--- src/rtl/cdb_broadcaster_pkg.sv ---
// rtl/cdb_broadcaster_pkg.sv - shared widths, CDB packet type and index helper
package cdb_broadcaster_pkg;

  localparam int CDB_PHYS_REGS = 128;
  localparam int CDB_ROB_DEPTH = 64;
  localparam int CDB_XLEN      = 32;
  localparam int CDB_TAG_W     = $clog2(CDB_PHYS_REGS);
  localparam int CDB_ROB_W     = $clog2(CDB_ROB_DEPTH);

  // One completing result as seen by every CDB consumer.
  typedef struct packed {
    logic [CDB_TAG_W-1:0] tag;
    logic [CDB_XLEN-1:0]  value;
    logic [CDB_ROB_W-1:0] rob_idx;
    logic                 br_tag;
  } cdb_packet_t;

  // (base + off) mod n, for base < n and off < n.
  function automatic int wrap_idx(input int base, input int off, input int n);
    int s;
    s = base + off;
    return (s >= n) ? s - n : s;
  endfunction

endpackage

--- src/rtl/cdb_broadcaster_rr_multi_select.sv ---
// rtl/cdb_broadcaster_rr_multi_select.sv - round-robin select of up to W requesters into W lanes
module cdb_broadcaster_rr_multi_select
  import cdb_broadcaster_pkg::*;
#(
  parameter int N  = 4,
  parameter int W  = 2,
  parameter int PW = (N > 1) ? $clog2(N) : 1
) (
  input  logic [N-1:0]        req,
  input  logic [PW-1:0]       rr_ptr,
  output logic [N-1:0]        grant,
  output logic [W-1:0][N-1:0] lane_sel,
  output logic [PW-1:0]       next_ptr
);

  // Scan from rr_ptr upward; winners fill lanes 0,1,.. in scan order and the
  // pointer moves just past the last winner (holds when nothing is granted).
  always_comb begin
    int cnt;
    int idx;
    grant    = '0;
    lane_sel = '0;
    next_ptr = rr_ptr;
    cnt      = 0;
    idx      = 0;
    for (int i = 0; i < N; i++) begin
      idx = wrap_idx(int'(rr_ptr), i, N);
      if (req[idx] && (cnt < W)) begin
        grant[idx]         = 1'b1;
        lane_sel[cnt][idx] = 1'b1;
        cnt                = cnt + 1;
        next_ptr           = PW'(wrap_idx(idx, 1, N));
      end
    end
  end

endmodule

--- src/rtl/cdb_broadcaster.sv ---
// rtl/cdb_broadcaster.sv - per-FU holding slots, round-robin CDB arbitration and registered broadcast
module cdb_broadcaster
  import cdb_broadcaster_pkg::*;
#(
  parameter int PHYS_REGS = CDB_PHYS_REGS,
  parameter int ROB_DEPTH = CDB_ROB_DEPTH,
  parameter int XLEN      = CDB_XLEN,
  parameter int FU_NUM    = 4,
  parameter int CDB_WIDTH = 2
) (
  input  logic                                          clock,
  input  logic                                          reset,
  input  logic [FU_NUM-1:0]                             fu_valid_i,
  input  cdb_packet_t [FU_NUM-1:0]                      fu_pkt_i,
  output logic [FU_NUM-1:0]                             fu_ready_o,
  input  logic                                          squash_i,
  input  logic                                          clear_br_tag_i,
  output logic [CDB_WIDTH-1:0]                          cdb_valid_o,
  output logic [CDB_WIDTH-1:0][$clog2(PHYS_REGS)-1:0]   cdb_tag_o,
  output logic [CDB_WIDTH-1:0][XLEN-1:0]                cdb_value_o,
  output logic [CDB_WIDTH-1:0][$clog2(ROB_DEPTH)-1:0]   cdb_rob_idx_o
);

  localparam int PW    = (FU_NUM > 1) ? $clog2(FU_NUM) : 1;
  localparam int TAG_W = $clog2(PHYS_REGS);
  localparam int ROB_W = $clog2(ROB_DEPTH);

  logic [FU_NUM-1:0]                  pending;
  cdb_packet_t [FU_NUM-1:0]           slot_pkt;
  logic [PW-1:0]                      rr_ptr;
  logic [PW-1:0]                      next_ptr;
  logic [FU_NUM-1:0]                  slot_br;
  logic [FU_NUM-1:0]                  req;
  logic [FU_NUM-1:0]                  grant;
  logic [FU_NUM-1:0]                  capture;
  logic [CDB_WIDTH-1:0][FU_NUM-1:0]   lane_sel;
  logic                               clear_now;

  logic [CDB_WIDTH-1:0]               lane_valid;
  logic [CDB_WIDTH-1:0][TAG_W-1:0]    lane_tag;
  logic [CDB_WIDTH-1:0][XLEN-1:0]     lane_value;
  logic [CDB_WIDTH-1:0][ROB_W-1:0]    lane_rob;

  // Squash has priority over a simultaneous clear.
  assign clear_now = clear_br_tag_i && !squash_i;

  // Speculative slots sit out arbitration during a squash.
  always_comb begin
    for (int k = 0; k < FU_NUM; k++) slot_br[k] = slot_pkt[k].br_tag;
  end

  assign req        = pending & ~(squash_i ? slot_br : '0);
  assign fu_ready_o = ~pending | grant;

  // A slot captures when ready, except for speculative results arriving during a squash.
  always_comb begin
    for (int k = 0; k < FU_NUM; k++)
      capture[k] = fu_valid_i[k] && fu_ready_o[k] && !(squash_i && fu_pkt_i[k].br_tag);
  end

  cdb_broadcaster_rr_multi_select #(
    .N  (FU_NUM),
    .W  (CDB_WIDTH),
    .PW (PW)
  ) u_select (
    .req      (req),
    .rr_ptr   (rr_ptr),
    .grant    (grant),
    .lane_sel (lane_sel),
    .next_ptr (next_ptr)
  );

  // Slot state: capture beats release; a squash empties speculative slots; clear drops br_tag.
  always_ff @(posedge clock) begin
    if (reset) begin
      pending  <= '0;
      slot_pkt <= '0;
      rr_ptr   <= '0;
    end else begin
      for (int k = 0; k < FU_NUM; k++) begin
        if (capture[k]) begin
          pending[k]  <= 1'b1;
          slot_pkt[k] <= fu_pkt_i[k];
          if (clear_now) slot_pkt[k].br_tag <= 1'b0;
        end else if (grant[k] || (squash_i && slot_br[k])) begin
          pending[k] <= 1'b0;
        end else if (clear_now) begin
          slot_pkt[k].br_tag <= 1'b0;
        end
      end
      rr_ptr <= next_ptr;
    end
  end

  // Lane mux from the one-hot selects; an unselected lane stays all-zero.
  always_comb begin
    lane_valid = '0;
    lane_tag   = '0;
    lane_value = '0;
    lane_rob   = '0;
    for (int w = 0; w < CDB_WIDTH; w++) begin
      for (int k = 0; k < FU_NUM; k++) begin
        if (lane_sel[w][k]) begin
          lane_valid[w] = 1'b1;
          lane_tag[w]   = TAG_W'(slot_pkt[k].tag);
          lane_value[w] = XLEN'(slot_pkt[k].value);
          lane_rob[w]   = ROB_W'(slot_pkt[k].rob_idx);
        end
      end
    end
  end

  // Broadcast registers: one-cycle pulse per granted result.
  always_ff @(posedge clock) begin
    if (reset) begin
      cdb_valid_o   <= '0;
      cdb_tag_o     <= '0;
      cdb_value_o   <= '0;
      cdb_rob_idx_o <= '0;
    end else begin
      cdb_valid_o   <= lane_valid;
      cdb_tag_o     <= lane_tag;
      cdb_value_o   <= lane_value;
      cdb_rob_idx_o <= lane_rob;
    end
  end

endmodule

--- config.mk ---
export PLATFORM = sky130hd
export DESIGN_NAME = cdb_broadcaster
export DESIGN_NICKNAME = d
export VERILOG_FILES = /design/src/rtl/cdb_broadcaster_pkg.sv /design/src/rtl/cdb_broadcaster_rr_multi_select.sv /design/src/rtl/cdb_broadcaster.sv
export SDC_FILE = /design/constraint.sdc
export NUM_CORES = 1
export LEC_CHECK = 0
export BUFFER_PORTS_ARGS = -buffer_cell sky130_fd_sc_hd__buf_2
export CAP_MARGIN = 20
export CORE_MARGIN = 2
export CORE_UTILIZATION = 29
export CTS_BUF_LIST = sky130_fd_sc_hd__clkbuf_8
export CTS_CLUSTER_DIAMETER = 60
export DETAILED_ROUTE_END_ITERATION = 10
export GPL_TIMING_DRIVEN = 0
export SYNTH_ARGS = -nofsm -noshare
export SYNTH_HDL_FRONTEND = slang
export SYNTH_SLANG_ARGS = --single-unit
--- constraint.sdc ---
create_clock -name clock -period 4.1 [get_ports clock]
set_input_delay 0 -clock clock [delete_from_list [all_inputs] [get_ports clock]]
set_output_delay 0 -clock clock [all_outputs]
set_load 0.05 [all_outputs]
Yosys cells after proc, flatten, opt, wreduce, memory -nomap -nowiden. Cells that the tools add are included.

Register bits after elaboration: 282. Bits of input ports: 192. Output and inout port bits: 96. Logic and storage cells: 235.

Add/sub/neg operators: 17. Magnitude comparators: 25. Eq/ne operators: 4. Muxes and demuxes: 102. Bitwise gates (word level): 10. Reductions and logical operators: 49.

Operators with widths (number): 32-bit two-way mux (14); 32-bit by 4-bit >= comparator with 1-bit output, second input constant (7); 32-bit by 1-bit >= comparator with 1-bit output, second input constant (6); 32-bit by 2-bit adder with 32-bit output, second input constant (5); 32-bit by 3-bit < comparator with 1-bit output, second input constant (4); 32-bit by 4-bit < comparator with 1-bit output, second input constant (4); 32-bit by 4-bit subtractor with 32-bit output, second input constant (3); 7-bit two-way mux (8); 6-bit two-way mux (8); 1-bit two-way mux (42); 4-bit two-way mux (8); 1-bit logical AND (27); 8-bit two-way mux (3); 2-bit two-way mux (8); 4-bit OR (4); 8-bit OR (2); 2-bit nonzero test (8); 4-bit demux with 1-bit select (3); 1-bit binary-select mux with 2-bit select (4); 1-bit demux with 2-bit select (4); 2-bit != test, second input constant (4); 4-bit NOT (2); 4-bit by 8-bit OR with 8-bit output (1); 2-bit AND reduction (4); 12 further kinds (24).

Depth between registers and ports, before layout.
Depth in word-level cells: 23. Mapped depth: 13. Gate-level depth less buffers: 10.

Hierarchy. A second synthesis with hierarchy kept.

Cells, all modules: 1558. Area, all modules: 14642.8 sq um.

By module, submodules not included: cdb_broadcaster (instances 1, cells each 1476, area an instance 13975.9 sq um, sequential area each 5645.4 sq um); cdb_broadcaster_rr_multi_select (instances 1, cells each 82, area an instance 666.9 sq um, sequential area each 0.0 sq um).

Worst setup path before layout. OpenSTA, ideal clock, no wires.

Kind: reg2reg. Start point: register rr_ptr[1]. End point: register cdb_rob_idx_o[10] (netlist bit). Library setup time: 0.149 ns. Data arrival time: 3.185 ns. Required time: 3.951 ns. Slack: 0.766 ns. Stages on the path, launching flop included: 13. Path buffers: 3. Clock period less this slack: 3.334 ns. Cell sequence: dfxtp_1 -> buf_2 -> clkinv_1 -> ha_1 -> buf_1 -> mux4_2 -> xnor2_2 -> and2_1 -> o31ai_1 -> o211ai_2 -> buf_2 -> a221oi_2 -> o32ai_2.

Longest elaborated chain between the ends: 22. Elaborated cells on any way between the ends: 78. Those cells by class: add/sub (9); order compare (19); mux (38); bitwise (3); reduce/logical (9).

RTL lines: start, declared (RTL line cdb_broadcaster.sv:30) `logic [PW-1:0] rr_ptr;`; start signal, assigned (RTL line cdb_broadcaster.sv:91) `rr_ptr <= next_ptr;`; parallel branches: the longest is 17 deep, another holds 32-bit by 4-bit subtractor with 32-bit output; 8-bit two-way mux (*) (RTL line cdb_broadcaster_rr_multi_select.sv:28) `if (req[idx] && (cnt < W)) begin`; 6-bit two-way mux (3 in series) (RTL line cdb_broadcaster.sv:103) `if (lane_sel[w][k]) begin`; 6-bit two-way mux (*) (RTL line cdb_broadcaster.sv:103); end signal, assigned (RTL line cdb_broadcaster.sv:124) `cdb_rob_idx_o <= lane_rob;`; end, declared (RTL line cdb_broadcaster.sv:21) `output logic [CDB_WIDTH-1:0][$clog2(ROB_DEPTH)-1:0] cdb_rob_idx_o`.

Every way passes the cells marked *. The select of a mux whose other input is x is not followed. A chain may end at the register's enable or synchronous reset.

Worst setup path after layout.
Start point: register rr_ptr[1]. End point: register slot_pkt (netlist bit slot_br[3]).

Longest elaborated chain between the ends: 20. Elaborated cells on any way between the ends: 73. Those cells by class: add/sub (9); order compare (15); eq/ne (1); mux (32); bitwise (4); reduce/logical (12).

RTL lines: parallel branches: the longest is 14 deep, another holds 32-bit by 4-bit subtractor with 32-bit output; 4-bit two-way mux (*) (RTL line cdb_broadcaster_rr_multi_select.sv:28); 4-bit OR (RTL line cdb_broadcaster.sv:53) `assign fu_ready_o = ~pending | grant;`; 1-bit logical AND (2 in series) (RTL line cdb_broadcaster.sv:58) `capture[k] = fu_valid_i[k] && fu_ready_o[k] && !(squash_i && fu_pkt_i[k].br_tag);`; 2-bit != test (no line) / 2-bit nonzero test (equally long branches); 2-bit AND reduction (no line); end signal, assigned by index (RTL line cdb_broadcaster.sv:83) `slot_pkt[k] <= fu_pkt_i[k];`; end, declared (RTL line cdb_broadcaster.sv:29) `cdb_packet_t [FU_NUM-1:0] slot_pkt;`.

Marks and branches as above.

==> results.cfg <==
[run_status]
outcome = complete, no violations

[worst_setup_path]
cp_num_buf_inv = 3
arrival_ns = 4.41
cp-start-kind = flip-flop
critPathLaunch = rr_ptr[1]
critical_path_class = reg -> reg
cp.required_ns = 4.65
r2r-start = rr_ptr[1]
endpoint_kind = flip-flop
crit_slowest_cell = dlygate4sd3_1
crit_chain = clkbuf_4 -> clkinv_2 -> ha_4 -> mux4_2 -> a211oi_2 -> a31o_1 -> a2111o_1 -> o211ai_2 -> or3b_2 -> dlygate4sd3_1 -> a21oi_1
max_stage_delay_ns = 0.56
cp_max_fo = 10
crit_family = compound AO/OA/AOI/OAI gates

[power_and_ir_drop]
power.switching_mw = 6.22
power.leakage_nw = 8.44
combPwrFrac = 0.522
p_total_mw = 13.6
powerDensity_nw_per_um2 = 707
p_sw_frac = 0.456
peakVddDrop_uv = 373
p_clk_frac = 0.224
power_frac_seq = 0.255
p_int_mw = 7.42

[cts]
clkSlewWorstSetupHoldPaths_ns = 0.06
cts_sinks = 282
clk_root_buffer_cell = clkbuf_8
cts_buffer_depth = 3
cts_tree = done
cts_made_buffers = 51
insertion_delay_ns = 0.64
cts-htree-levels = 2

[logic_synthesis]
synth.distinct_cells = 67
synthCells = 1422
yosysMostFrequentCell = dfxtp_1
yosys_warnings = 0
ys_async_sr_fraction = 0
ys_top_cells_by_area = dfxtp_1, mux2i_1, nor2_1, a211oi_1, o32ai_2
synth_commonest_cells = dfxtp_1, nor2_1, mux2i_1
yosys.area.top_type = dfxtp_1
yosys.area.top_type_share = 0.407
synth_nets = 1619
seq_area_frac_synth = 0.407
netlist_area_um2 = 13900
synth_flop_cell = dfxtp_1
synth_edf_count = 0
postSynthAreaPerCell_um2 = 9.75
ys_ff_latch = 282

[drt]
avgViaCountPerCell = 5.07
drt_iter0_drc = 738
top_layer_used = met5
ant_nets = 0
m1WireLength_mm = 23.9
drc = 0
dr.pass1.iters = 5
route.met2.wl_mm = 26.4
wire_per_inst_um = 21.0
vias = 13200
dr_wl_met3_mm = 3.13
totalWireLength_mm = 54.9

[floorplan]
coreArea_um2 = 47400
dieArea_um2 = 49600
boundaryPins = 288
rows = 80
die_w_um = 223
die_y_um = 223
start_util = 0.292

[timing]
fin_crit_ns = 3.86
timing.fmax_mhz = 259
fin_setup_tns_ns = 0
rsz0062_at_grt = false
fin_crit_sh = 0.941
hold_violations = 0
slew_headroom = 0.373
setup_viol = 0
maxSlewViolCount = 0
fin_skew_ns = 0.0315
worstMarginPinSlew_ns = 0.940

[cells_and_area]
regArea_um2 = 5650
syn_to_final_growth_pct = 39.1
multiInputGateArea_um2 = 7200
finish.utilization = 0.406
fillers = 4716
drive_above_1_share = 0.276
fin_nets = 2156

[placement]
dp_hpwl_mm = 40.1
gp_congestion = 0.913
port_buffers = 287

[grt]
grt_max_degree = 14
grt_util_all_layers = 0.218
grt_pass1_wl_mm = 82.1
overflow = 0
grt_antenna_before_repair = 3
grt_pass1_vias = 13500

[flow_run]
cap_violations = 0

[min_path]
hold_path.startpoint = fu_valid_i[3]
hold_class = in -> reg
sequential cells by signal (all words and copies together), names as in the netlist:
register,flops
pending,4
cdb_valid_o,2
cdb_tag_o,14
cdb_rob_idx_o,12
slot_pkt,180
slot_br,4
cdb_value_o,64
rr_ptr,2
final cells by class:
cell class,instances,area share
flip-flops and latches,282,0.293
well taps,615,0.0399
clock buffers,67,0.0478
repair buffers,485,0.178
clock inverters,22,0.0129
plain buffers,127,0.0352
inverters,101,0.0199
multi-input cells,911,0.373
diodes,1,0.000130
stage by stage:
step | cell area (um2) | hold WS [ns] | setup WS [ns] | std cells
global placement | 16100 | 0.230 | -0.763 | 2324
global route | 19300 | 0.0507 | 0.0786 | 2611
floorplan | 13900 | 0.144 | 0.766 | 1422
detailed placement | 16100 | 0.241 | -0.552 | 2329
finish | 19300 | 0.0563 | 0.242 | 2611
CTS | 19300 | 0.0155 | 0.0349 | 2610
per-layer routing:
layer | track usage | up-vias
met1 | 0.278 | 6402
li1 | - | 6279
met3 | 0.0407 | 92
met2 | 0.374 | 457
met4 | 0.0617 | 4
met5 | 0 | -
power by group through the flow:
stage	Clock [mW]	Sequential [mW]	Combinational [mW]
floorplan	0	4.25	4.08
global placement	0	3.51	6.73
detailed placement	0	3.52	6.85
CTS	3.11	3.47	7.06
global route	3.24	3.51	7.56
finish	3.05	3.47	7.11
worst register-to-register path, cell delays in order (launching register included):
cell           delay (ns)
dfxtp_1              0.36
clkbuf_4             0.24
clkinv_2             0.20
ha_4                 0.39
mux4_2               0.43
a211oi_2             0.29
a31o_1               0.23
a2111o_1             0.26
o211ai_2             0.20
or3b_2               0.48
dlygate4sd3_1        0.56
a21oi_1              0.14
cell usage in the layout (no fill, tap or decap), types with 11 or more instances in the layout:
master	count
nor2_1	235
buf_4	22
a21oi_1	17
clkbuf_1	64
mux2i_1	232
o21ai_0	11
dlygate4sd3_1	191
inv_1	105
and4_1	45
buf_2	314
o32ai_2	39
dfxtp_1	282
clkbuf_8	67
a211oi_1	94
a221oi_2	40
buf_6	16
nand3_1	12
nand2_1	29
o22ai_1	48
timing repair:
item / CTS / global route
endpoints found under the hold margin: 184 / 0
hold buffers: 191 / 0
setup buffers: 2 / 0
gates resized for setup: 8 / 3
endpoints found under the setup margin: 199 / 117
final timing paths:
check | endpoint | slack (ns) | depth (start not counted)
max reg2reg | slot_br[3] | 0.24 | 11
max | slot_br[3] | 0.24 | 11
min | slot_pkt[142] | 0.06 | 5
min reg2reg | cdb_rob_idx_o[11] | 0.48 | 2
logic make-up after synthesis:
family	share of synthesized area
flip-flops	0.407
multiplexers	0.178
AND/OR/NAND/NOR	0.119
adder cells (fa/ha/maj)	0.00451
XOR/XNOR	0.00181
AO/OA/AOI/OAI	0.213
buffers and inverters	0.0763
(Power assumes the default switching activity.)
